==> config.mk <==
export PLATFORM = sky130hd
export DESIGN_NAME = change_gen
export DESIGN_NICKNAME = d
export VERILOG_FILES = /design/src/rtl/change_gen.sv
export SDC_FILE = /design/constraint.sdc
export NUM_CORES = 1
export LEC_CHECK = 0
export BUFFER_PORTS_ARGS = -buffer_cell sky130_fd_sc_hd__clkbuf_2
export CORE_AREA = 2 2 39 41
export CTS_BUF_LIST = sky130_fd_sc_hd__clkbuf_2
export DETAILED_ROUTE_END_ITERATION = 8
export DIE_AREA = 0 0 41 43
export SYNTH_ARGS = -nofsm -noshare
export SYNTH_HDL_FRONTEND = slang
export SYNTH_SLANG_ARGS = --single-unit
==> constraint.sdc <==
create_clock -name clk -period 3.4 [get_ports clk]
set_input_delay 0.68 -clock clk [delete_from_list [all_inputs] [get_ports clk]]
set_output_delay 0.68 -clock clk [all_outputs]
set_load 0.01 [all_outputs]
==> src/rtl/change_gen.sv <==
// change_gen: gated divide-by-2*DIV clock generator that runs while all condition channels agree.
// Optional pause counter is built only when CHANGE_GEN_PAUSE_CNT_EN is defined.
module change_gen #(
    parameter int N      = 3,
    parameter int DIV    = 1,
    parameter int STABLE = 2,
    parameter int CW     = 8
) (
    input  logic          clk,
    input  logic          reset,
    input  logic [N-1:0]  C,
    output logic          R,
    output logic          active,
    output logic [CW-1:0] pause_cnt
);

    localparam int SW = (STABLE < 1) ? 1 : $clog2(STABLE + 1);
    localparam int DW = (DIV < 2) ? 1 : $clog2(DIV);

    localparam logic [SW-1:0] STAB_MAX = SW'(STABLE);
    localparam logic [DW-1:0] DIV_LAST = DW'(DIV - 1);

    logic          match;
    logic          qualified;
    logic          enable;
    logic [SW-1:0] stab_cnt;
    logic [DW-1:0] div_cnt;

    assign match = (&C) | ~(|C);

    // stab_cnt saturates at STABLE, so equality is the same as >=
    assign qualified = (stab_cnt == STAB_MAX);
    assign enable    = match & qualified;

    always_ff @(posedge clk) begin
        if (reset) begin
            stab_cnt <= '0;
        end else if (!match) begin
            stab_cnt <= '0;
        end else if (stab_cnt != STAB_MAX) begin
            stab_cnt <= stab_cnt + 1'b1;
        end
    end

    // Divider freezes while disabled so the phase resumes where it stopped
    always_ff @(posedge clk) begin
        if (reset) begin
            div_cnt <= '0;
            R       <= 1'b0;
        end else if (enable) begin
            if (div_cnt == DIV_LAST) begin
                div_cnt <= '0;
                R       <= ~R;
            end else begin
                div_cnt <= div_cnt + 1'b1;
            end
        end
    end

    always_ff @(posedge clk) begin
        if (reset) begin
            active <= 1'b0;
        end else begin
            active <= enable;
        end
    end

`ifdef CHANGE_GEN_PAUSE_CNT_EN
    always_ff @(posedge clk) begin
        if (reset) begin
            pause_cnt <= '0;
        end else if (active && !enable && (pause_cnt != {CW{1'b1}})) begin
            pause_cnt <= pause_cnt + 1'b1;
        end
    end
`else
    assign pause_cnt = '0;
`endif

endmodule

==> results of run 1 <==
[flip-flops by register name (all words and copies together), names as in the netlist]
name / cells
R: 1
active: 1
stab_cnt: 2
[routing by layer]
| metal | wire length, um | track usage, % | up-vias |
|---|---|---|---|
| li1 | - | - | 92 |
| met2 | 134 | 5.625 | 11 |
| met1 | 107 | 2.885 | 76 |
| met3 | 60 | 9.424 | 0 |
| met4 | 0 | 2.000 | 0 |
| met5 | 0 | 0 | - |
[layout by cell type (no fill, tap or decap), drive strengths merged]
master and instances:
a21oi 2, ha 1, clkbuf 9, conb 8, a21o 1, nor2 5
or3 1, mux2 1, inv 2, nor2b 1, dfxtp 4, nand3 1
xor2 1
[final cells by class]
cell class / instances / share of cell area (%)
Inverter: 2 / 2.703
Timing Repair Buffer: 6 / 10.81
Multi-Input combinational cell: 22 / 45.05
Sequential cell: 4 / 28.83
Tap cell: 16 / 7.207
Clock buffer: 3 / 5.405
[path summary, 6_finish.rpt]
| path | slack, ps | cells past startpoint | to | from |
|---|---|---|---|---|
| hold / removal | 500 | 2 | stab_cnt[1] | stab_cnt[1] |
| hold reg to reg | 500 | 2 | stab_cnt[1] | stab_cnt[1] |
| setup / recovery | 1870 | 4 | R | C[1] |
| setup reg to reg | 2200 | 5 | R | stab_cnt[0] |
[stage by stage]
stage	cell area (um2)	util [%]	hold slack, ps	setup slack, ps
after floorplan	272.8	-	458.5	1780
final	277.8	20.07	499.6	1873
after global routing	277.8	20.07	559.4	1882
after detailed placement	262.8	18.99	498.9	1647
after global placement	262.8	18.99	479.0	1659
after CTS	277.8	20.07	510.9	1877
[cells by family after synthesis]
group / synth area share [%]
AOI/OAI and AO/OA: 8.629
xor gates and xnor gates: 3.554
adders and majority gates: 5.075
buffers and inverters: 27.41
DFF: 32.49
muxes: 4.568
other: 1.521
and+or+nand+nor: 16.75
[tightest hold or removal path, delay by kind of cell, from the launching register on]
kind / cells / cell delay, ps
flops: 1 / 320
simple gates: 1 / 70
compound gates: 1 / 60
[power by group through the flow]
stage,clock [mW],sequential (mW),combinational (mW)
after floorplan,0,0.0492,0.0150
after global placement,0,0.0492,0.0115
after detailed placement,0,0.0492,0.0117
after CTS,0.0461,0.0484,0.0117
after global routing,0.0527,0.0483,0.0136
final,0.0433,0.0484,0.0117
==> tab_implementation.tex, run 1 <==
\begin{tabular}{lr}
\hline
Metric & Value \\
\hline
\multicolumn{2}{l}{\textbf{Power and ir drop}} \\
Internal power consumption & 0.07575 mW \\
Leakage power & 0.1414 nW \\
VDD IR-drop max & 0.1386 mV \\
Proportion of power drawn by combinational gates & 11.3\% \\
Power density cells & 372.5 nW/um2 \\
Switching share of power & 26.79\% \\
Share of power burned in the clock network & 41.9\% \\
Sw power & 0.02772 mW \\
Reg power frac & 46.8\% \\
Total Power Consumption & 0.1035 mW \\
\multicolumn{2}{l}{\textbf{Clocking}} \\
CTS tree & yes \\
Count of H-tree levels built during CTS & 1 \\
Clock root cell & sky130\_fd\_sc\_hd\_\_clkbuf\_2 \\
Total CTS buffers & 3 \\
Sink count of the clock tree & 4 \\
Clock Tree Buf Depth & 2 \\
Later-pin clock latency in the skew report & 210 ps \\
Number of hold buffers added after CTS & 0 \\
Clock slew seen by the registers of the worst setup and hold paths & 40 ps \\
Post-CTS setup buffers & 0 \\
Post-CTS Resized & 0 \\
\multicolumn{2}{l}{\textbf{Final layout}} \\
Final standard cell count with taps included and fillers excluded & 53 \\
Layout cell share with drive strength beyond 1 & 29.73\% \\
Sequential cell area & 80.08 um2 \\
Combined area of the multi-input logic cells & 125.1 um2 \\
Post-synthesis to final-layout area growth & 12.69\% \\
Fill cell total of the finished layout & 157 \\
Number of nets at the end of the flow & 45 \\
Diode count & 0 \\
\multicolumn{2}{l}{\textbf{GRT}} \\
Initial antenna violation count & 0 \\
Total grt overflow & 0 \\
Overall global routing resource usage & 4.814\% \\
Vias in the first global route & 144 \\
Pin count of the biggest net entering global routing & 5 \\
First-pass GRT wire length & 448 um \\
\multicolumn{2}{l}{\textbf{Synthesis}} \\
Proportion of netlist area held by the largest area contributor & 32.49\% \\
Number of flops mapped to enable cells by yosys & 0 \\
Most area-hungry cell type in the Yosys netlist & sky130\_fd\_sc\_hd\_\_dfxtp\_1 \\
Top flip-flop cell by instance count after synthesis & sky130\_fd\_sc\_hd\_\_dfxtp\_1 \\
Top cells by area in the synthesized netlist & sky130\_fd\_sc\_hd\_\_dfxtp\_1, sky130\_fd\_sc\_hd\_\_buf\_4, sky130\_fd\_sc\_hd\_\_nor2\_1, sky130\_fd\_sc\_hd\_\_ha\_1, sky130\_fd\_sc\_hd\_\_mux2\_1 \\
Mean Syn Cell Area & 8.500 um2 \\
Post-synthesis sequential element count & 4 \\
Count of unique library cells instantiated by Yosys & 14 \\
Number of warnings issued by yosys & 0 \\
Top cells by count, synth & sky130\_fd\_sc\_hd\_\_buf\_4, sky130\_fd\_sc\_hd\_\_nor2\_1, sky130\_fd\_sc\_hd\_\_dfxtp\_1 \\
Ys async rst share & 0\% \\
Gate count after technology mapping & 29 \\
Post-synthesis instance area & 246.5 um2 \\
Dominant cell by count in the synthesized netlist & sky130\_fd\_sc\_hd\_\_buf\_4 \\
Fraction of the yosys area taken by sequential cells & 32.49\% \\
\multicolumn{2}{l}{\textbf{Placement}} \\
Number of port buffers & 6 \\
Routability Congestion & 0.6373 \\
Detailed placer's ending HPWL & 255.1 um \\
Instance count after placement with tap cells included & 50 \\
\multicolumn{2}{l}{\textbf{Floorplanning}} \\
Height of the chip & 43 um \\
Core Rows & 14 \\
Floorplan core area & 1384 um2 \\
Width of the die & 41 um \\
Starting Density & 17.81\% \\
Number of I/O pins & 15 \\
Die Footprint & 1763 um2 \\
\multicolumn{2}{l}{\textbf{Worst setup path}} \\
Standard cell with the maximum stage delay on the critical path & sky130\_fd\_sc\_hd\_\_or3\_4 \\
Worst endpoint data arrival time & 1620 ps \\
Crit-path max cell delay & 380 ps \\
Required arrival time at the worst endpoint & 3490 ps \\
Worst Path Max Fanout & 2 \\
Critical path cell sequence & clkbuf\_2 > or3\_4 > a21oi\_2 > mux2\_1 \\
Setup crit start kind & input port \\
CP Class & in2reg \\
Number of buffer and inverter stages on the critical path & 1 \\
Kind of end point of the critical path & flip-flop \\
Worst path top cell family by delay & simple AND/OR/NAND/NOR gates \\
\multicolumn{2}{l}{\textbf{STA}} \\
Final setup violation count & 0 \\
Setup clock skew after layout & 3.544 ps \\
Setup TNS & 0 ps \\
Final clock period utilization by the worst path & 44.91\% \\
Final slew viol count & 0 \\
Final period demand of the worst path & 1527 ps \\
Setup repair after global routing missed its margin & no \\
Count of final hold-check violations & 0 \\
FMAX & 0.6550 GHz \\
\multicolumn{2}{l}{\textbf{Min path}} \\
Type of the worst min-delay path & reg2reg \\
\multicolumn{2}{l}{\textbf{Outcome}} \\
Result of the run & complete, no violations \\
\multicolumn{2}{l}{\textbf{Routing}} \\
DRC viols & 0 \\
Via count & 179 \\
Router iterations before antenna repair & 3 \\
Detail-routed net length per standard cell & 5.698 um \\
Drt first-iter violations & 1 \\
Vias per inst & 3.377 \\
Remaining antenna violation count after routing & 0 \\
Post-detailed-routing wire length & 302 um \\
\multicolumn{2}{l}{\textbf{Flow run}} \\
Number of max-cap violations & 0 \\
\hline
\end{tabular}
Power figures use the tool's default switching activity.
==> run 2: changes to the inputs <==
--- a/config.mk
+++ b/config.mk
@@ -5,6 +5,7 @@
 export SDC_FILE = /design/constraint.sdc
 export NUM_CORES = 1
 export LEC_CHECK = 0
+export ABC_AREA = 1
 export BUFFER_PORTS_ARGS = -buffer_cell sky130_fd_sc_hd__clkbuf_2
 export CORE_AREA = 2 2 39 41
 export CTS_BUF_LIST = sky130_fd_sc_hd__clkbuf_2
==> constraint.sdc (replaced) <==
create_clock -name clk -period 1.55 [get_ports clk]
set_input_delay 0.31 -clock clk [delete_from_list [all_inputs] [get_ports clk]]
set_output_delay 0.31 -clock clk [all_outputs]
set_load 0.01 [all_outputs]
==> run 2 against run 1 <==
First-iteration DRC count rose to 4.0 times the previous value. Clock power rose by 120%. Critical endpoint is now R. Worst setup slack got worse by 1300 ps. Non-clock buffer count did not move. Final area rose by 3.2%. Power rose by 130%. Clock skew barely moved. Routed wire length rose by 12%. Synthesized cell count rose by 17%. Highest routed layer unchanged.
==> tab_implementation.tex, run 2 <==
\begin{tabular}{lr}
\hline
Metric & Value \\
\hline
\multicolumn{2}{l}{\textbf{STA}} \\
Count of final hold-check violations & 0 \\
Final slew viol count & 0 \\
Setup repair after global routing missed its margin & no \\
FMAX & 0.9945 GHz \\
Final period demand of the worst path & 1006 ps \\
Final setup violation count & 0 \\
Setup clock skew after layout & 3.693 ps \\
Fin worst setup slack & 544.4 ps \\
Worst hold slack after final layout & 283.1 ps \\
Final clock period utilization by the worst path & 64.88\% \\
Setup TNS & 0 ps \\
\multicolumn{2}{l}{\textbf{Routing}} \\
Vias per inst & 3.466 \\
Router iterations before antenna repair & 2 \\
Drt first-iter violations & 4 \\
Via count & 201 \\
Post-detailed-routing wire length & 337 um \\
DRC viols & 0 \\
Remaining antenna violation count after routing & 0 \\
Detail-routed net length per standard cell & 5.810 um \\
\multicolumn{2}{l}{\textbf{GRT}} \\
Total grt overflow & 0 \\
First-pass GRT wire length & 538 um \\
Pin count of the biggest net entering global routing & 6 \\
Vias in the first global route & 157 \\
Initial antenna violation count & 0 \\
Overall global routing resource usage & 5.115\% \\
\multicolumn{2}{l}{\textbf{Clocking}} \\
Clock root cell & sky130\_fd\_sc\_hd\_\_clkbuf\_2 \\
Later-pin clock latency in the skew report & 200 ps \\
Clock slew seen by the registers of the worst setup and hold paths & 40 ps \\
Sink count of the clock tree & 4 \\
Clock Tree Buf Depth & 2 \\
Total CTS buffers & 3 \\
Count of H-tree levels built during CTS & 1 \\
CTS tree & yes \\
Post-CTS setup buffers & 0 \\
Number of hold buffers added after CTS & 0 \\
Post-CTS Resized & 0 \\
\multicolumn{2}{l}{\textbf{Worst setup path}} \\
Critical path cell sequence & clkbuf\_2 \\
CP Class & reg2out \\
Worst endpoint data arrival time & 700 ps \\
Setup crit start kind & flip-flop \\
Required arrival time at the worst endpoint & 1240 ps \\
Worst path top cell family by delay & flip-flops \\
Crit-path max cell delay & 350 ps \\
Number of buffer and inverter stages on the critical path & 1 \\
Worst Path Max Fanout & 3 \\
Kind of end point of the critical path & primary output \\
Standard cell with the maximum stage delay on the critical path & sky130\_fd\_sc\_hd\_\_dfxtp\_1 \\
\multicolumn{2}{l}{\textbf{Final layout}} \\
Number of nets at the end of the flow & 50 \\
Fill cell total of the finished layout & 167 \\
Layout cell share with drive strength beyond 1 & 28.57\% \\
Number of flip-flops in the largest register & 2 \\
Largest regs & stab\_cnt: 2 flops, R: 1 flops, active: 1 flops \\
Largest register by flop count & stab\_cnt \\
Commonest non-fill, non-tap cell in the layout & sky130\_fd\_sc\_hd\_\_clkbuf\_2 \\
Post-route cell area & 286.5 um2 \\
Commonest cells after routing, fill and taps aside & sky130\_fd\_sc\_hd\_\_clkbuf\_2, sky130\_fd\_sc\_hd\_\_conb\_1, sky130\_fd\_sc\_hd\_\_inv\_1, sky130\_fd\_sc\_hd\_\_nor2\_1, sky130\_fd\_sc\_hd\_\_dfxtp\_1 \\
Diode count & 0 \\
Post-synthesis to final-layout area growth & 12.25\% \\
\multicolumn{2}{l}{\textbf{Synthesis}} \\
Ys async rst share & 0\% \\
Post-synthesis sequential element count & 4 \\
Top flip-flop cell by instance count after synthesis & sky130\_fd\_sc\_hd\_\_dfxtp\_1 \\
Fraction of the yosys area taken by sequential cells & 31.37\% \\
Top cells by area in the synthesized netlist & sky130\_fd\_sc\_hd\_\_dfxtp\_1, sky130\_fd\_sc\_hd\_\_buf\_4, sky130\_fd\_sc\_hd\_\_inv\_1, sky130\_fd\_sc\_hd\_\_nor2\_1, sky130\_fd\_sc\_hd\_\_ha\_1 \\
Mean Syn Cell Area & 7.507 um2 \\
Number of warnings issued by yosys & 0 \\
Number of flops mapped to enable cells by yosys & 0 \\
Proportion of netlist area held by the largest area contributor & 31.37\% \\
Count of unique library cells instantiated by Yosys & 14 \\
Post-synthesis instance area & 255.2 um2 \\
Top cells by count, synth & sky130\_fd\_sc\_hd\_\_buf\_4, sky130\_fd\_sc\_hd\_\_inv\_1, sky130\_fd\_sc\_hd\_\_nor2\_1 \\
Most area-hungry cell type in the Yosys netlist & sky130\_fd\_sc\_hd\_\_dfxtp\_1 \\
Gate count after technology mapping & 34 \\
Dominant cell by count in the synthesized netlist & sky130\_fd\_sc\_hd\_\_buf\_4 \\
\multicolumn{2}{l}{\textbf{Min path}} \\
Type of the worst min-delay path & in2reg \\
\multicolumn{2}{l}{\textbf{Power and ir drop}} \\
Leakage power & 0.1594 nW \\
VDD IR-drop max & 0.2148 mV \\
Power density cells & 829.3 nW/um2 \\
Total Power Consumption & 0.2376 mW \\
\multicolumn{2}{l}{\textbf{Placement}} \\
Number of port buffers & 6 \\
Routability Congestion & 0.6365 \\
Placed cell area & 271.5 um2 \\
Worst setup timing slack at the placement stage & 559.6 ps \\
Detailed placer's ending HPWL & 291.8 um \\
\multicolumn{2}{l}{\textbf{Outcome}} \\
Result of the run & complete, no violations \\
\multicolumn{2}{l}{\textbf{Floorplanning}} \\
Width of the die & 41 um \\
Floorplan core area & 1384 um2 \\
Height of the chip & 43 um \\
Die Footprint & 1763 um2 \\
Starting Density & 18.44\% \\
Core Rows & 14 \\
Number of I/O pins & 15 \\
\multicolumn{2}{l}{\textbf{Flow run}} \\
Number of max-cap violations & 0 \\
\hline
\end{tabular}
[run 2: power breakdown]
part	switching (mW)	internal [mW]	total [mW]
Combinational	0.0237	0.0119	0.0356
Sequential	0.00183	0.107	0.108
Clock	0.0414	0.0521	0.0935
Total	0.0669	0.171	0.238
[run 2: per-stage QoR]
step | cells | utilization, %
2_1_floorplan | 41 | -
3_5_place_dp | 55 | 19.62
3_3_place_gp | 55 | 19.62
5_1_grt | 58 | 20.71
6_report | 58 | 20.71
4_1_cts | 58 | 20.71
[run 2: path summary, 6_finish.rpt]
kind,to,start,slack (ps),cells past startpoint
max,R,R,540,1
min,active,reset,280,2
max reg2reg,stab_cnt[0],stab_cnt[0],550,4
min reg2reg,stab_cnt[1],stab_cnt[1],500,2
[run 2: logic make-up (layout without fill, tap and decap cells)]
group / count (synthesis) / in the layout / synth area share, %
other: 1 / 8 / 1.469
DFF: 4 / 4 / 31.37
xor gates and xnor gates: 1 / 1 / 3.432
adders and majority gates: 1 / 1 / 4.901
and+or+nand+nor: 12 / 12 / 22.55
buffers and inverters: 13 / 14 / 30.88
AOI/OAI and AO/OA: 2 / 2 / 5.391
[run 2: cell type report]
| class | instances | area (um2) | share of cell area [%] |
|---|---|---|---|
| multi-input combinational | 24 | 122.6 | 42.79 |
| sequential | 4 | 80.08 | 27.95 |
| timing repair buffer | 6 | 30.03 | 10.48 |
| tap | 16 | 20.02 | 6.987 |
| inverter | 5 | 18.77 | 6.550 |
| clock buffer | 3 | 15.01 | 5.240 |
[run 2: routing by layer]
layer / share of wire (%) / track usage [%]
met5: 0 / 0
met4: 0 / 6.000
met3: 12 / 3.141
met2: 48 / 7.187
met1: 40 / 4.167
==> run 3: changes to the inputs <==
==> constraint.sdc (replaced) <==
create_clock -name clk -period 0.8 [get_ports clk]
set_input_delay 0.16 -clock clk [delete_from_list [all_inputs] [get_ports clk]]
set_output_delay 0.16 -clock clk [all_outputs]
set_load 0.01 [all_outputs]
==> run 3 against run 2 <==
The run now ends with negative setup slack left. Flip-flop and latch count stayed put. Combinational power is 150% higher. Sequential power is 97% higher. First-iteration DRC count is 25% higher. Clock-buffer cell count stayed put. Final area is 18% higher. Routed wire length is 13% higher. Register-to-register slack worse by 650 ps. Critical endpoint is now stab_cnt[1].
==> tab_implementation.tex, run 3 (synthesis gave the netlist of run 2 again) <==
\begin{tabular}{lr}
\hline
Metric & Value \\
\hline
\multicolumn{2}{l}{\textbf{Power and ir drop}} \\
Power density cells & 1412 nW/um2 \\
Leakage power & 0.1749 nW \\
VDD IR-drop max & 0.3966 mV \\
\multicolumn{2}{l}{\textbf{Placement}} \\
Instance count after placement with tap cells included & 56 \\
Routability Congestion & 0.5985 \\
Detailed placer's ending HPWL & 296.1 um \\
Worst setup timing slack at the placement stage & -105.8 ps \\
Number of port buffers & 6 \\
\multicolumn{2}{l}{\textbf{Routing}} \\
Vias per inst & 3.400 \\
Via count & 204 \\
Detail-routed net length per standard cell & 6.367 um \\
Router iterations before antenna repair & 2 \\
Post-detailed-routing wire length & 382 um \\
Drt first-iter violations & 5 \\
Remaining antenna violation count after routing & 0 \\
DRC viols & 0 \\
\multicolumn{2}{l}{\textbf{Worst setup path}} \\
Kind of end point of the critical path & flip-flop \\
Setup crit start kind & flip-flop \\
Worst Path Max Fanout & 2 \\
CP Class & reg2reg \\
Required arrival time at the worst endpoint & 890 ps \\
Worst R2R Setup Slack & -100 ps \\
Worst endpoint data arrival time & 990 ps \\
\multicolumn{2}{l}{\textbf{Final layout}} \\
Commonest cells after routing, fill and taps aside & sky130\_fd\_sc\_hd\_\_conb\_1, sky130\_fd\_sc\_hd\_\_clkbuf\_2, sky130\_fd\_sc\_hd\_\_dfxtp\_2, sky130\_fd\_sc\_hd\_\_inv\_1, sky130\_fd\_sc\_hd\_\_nor2\_1 \\
Post-synthesis to final-layout area growth & 32.35\% \\
Largest regs & stab\_cnt: 2 flops, R: 1 flops, active: 1 flops \\
Number of nets at the end of the flow & 52 \\
Number of flip-flops in the largest register & 2 \\
Largest register by flop count & stab\_cnt \\
Layout cell share with drive strength beyond 1 & 50.00\% \\
Fill cell total of the finished layout & 156 \\
Commonest non-fill, non-tap cell in the layout & sky130\_fd\_sc\_hd\_\_conb\_1 \\
Sequential cell area & 85.08 um2 \\
Diode count & 0 \\
Combined area of the multi-input logic cells & 141.4 um2 \\
Final standard cell count with taps included and fillers excluded & 60 \\
Post-layout util & 24.41\% \\
\multicolumn{2}{l}{\textbf{Floorplanning}} \\
Number of I/O pins & 15 \\
Core Rows & 14 \\
Starting Density & 18.44\% \\
Height of the chip & 43 um \\
Die Footprint & 1763 um2 \\
Width of the die & 41 um \\
Floorplan core area & 1384 um2 \\
\multicolumn{2}{l}{\textbf{GRT}} \\
Vias in the first global route & 161 \\
Overall global routing resource usage & 5.316\% \\
First-pass GRT wire length & 517 um \\
Total grt overflow & 0 \\
Pin count of the biggest net entering global routing & 6 \\
Initial antenna violation count & 0 \\
\multicolumn{2}{l}{\textbf{Outcome}} \\
Result of the run & complete, but fails checks \\
Violations in the final reports & negative setup slack \\
\multicolumn{2}{l}{\textbf{Clocking}} \\
Number of hold buffers added after CTS & 0 \\
Total CTS buffers & 3 \\
Clock Tree Buf Depth & 2 \\
Clock root cell & sky130\_fd\_sc\_hd\_\_clkbuf\_2 \\
Clock slew seen by the registers of the worst setup and hold paths & 40 ps \\
Count of H-tree levels built during CTS & 1 \\
Sink count of the clock tree & 4 \\
Later-pin clock latency in the skew report & 200 ps \\
CTS tree & yes \\
\multicolumn{2}{l}{\textbf{STA}} \\
Final period demand of the worst path & 896.3 ps \\
Final setup violation count & 3 \\
Final slew viol count & 0 \\
Setup TNS & -193.0 ps \\
Fin worst setup slack & -96.26 ps \\
FMAX & 1.116 GHz \\
Final clock period utilization by the worst path & 112.0\% \\
Setup clock skew after layout & 3.701 ps \\
Setup repair after global routing missed its margin & yes \\
Worst hold slack after final layout & 130.1 ps \\
Count of final hold-check violations & 0 \\
\multicolumn{2}{l}{\textbf{Flow run}} \\
Number of max-cap violations & 0 \\
\multicolumn{2}{l}{\textbf{Min path}} \\
Type of the worst min-delay path & in2reg \\
\hline
\end{tabular}
run 3: cell types whose count changed in the layout (fill, tap and decap cells not counted), sizes merged:
cell / change
clkbuf: -2
buf: +4
run 3: final cells by class:
type	count	share of cell area [%]
tap	16	5.926
clock buffer	3	4.444
inverter	5	5.556
timing repair buffer	8	17.04
multi-input combinational	24	41.85
sequential	4	25.19
run 3: critical path, stage by stage, from the launching register on:
cell	delay, ps
sky130_fd_sc_hd__dfxtp_2	320
sky130_fd_sc_hd__inv_2	40
sky130_fd_sc_hd__ha_4	250
sky130_fd_sc_hd__nor2_2	30
sky130_fd_sc_hd__a21oi_2	90
sky130_fd_sc_hd__nor2_1	50
run 3: through the flow:
step	area (um2)	total power, mW
after floorplan	295.3	0.2988
after global placement	292.8	0.2926
after detailed placement	292.8	0.2944
after CTS	316.6	0.4809
after global routing	337.8	0.5197
final	337.8	0.4770
run 3: per-layer routing:
metal,vias to the layer above,routed length [um],global-route usage [%]
met5,-,0,0
met4,0,6,8.000
met3,2,36,4.712
met2,8,180,6.250
met1,86,159,3.846
li1,108,-,-
run 3: what timing repair did:
action	4_1_cts	5_1_grt
pin swaps	3	2
endpoints found under the setup margin	4	6
gates resized for setup	1	8
hold endpoints to repair	0	0
gates cloned	0	0
buffers inserted	1	0
run 3: final timing paths:
kind | startpoint | endpoint | cells past startpoint
max | stab_cnt[0] | stab_cnt[1] | 5
min | reset | active | 2
max reg2reg | stab_cnt[0] | stab_cnt[1] | 5
min reg2reg | stab_cnt[1] | stab_cnt[1] | 2
run 3: where the power goes:
part / switching (mW) / internal [mW] / leakage [nW]
clock: 0.0753 / 0.101 / 0.0125
sequential: 0.00478 / 0.208 / 0.0343
combinational: 0.0519 / 0.0361 / 0.128
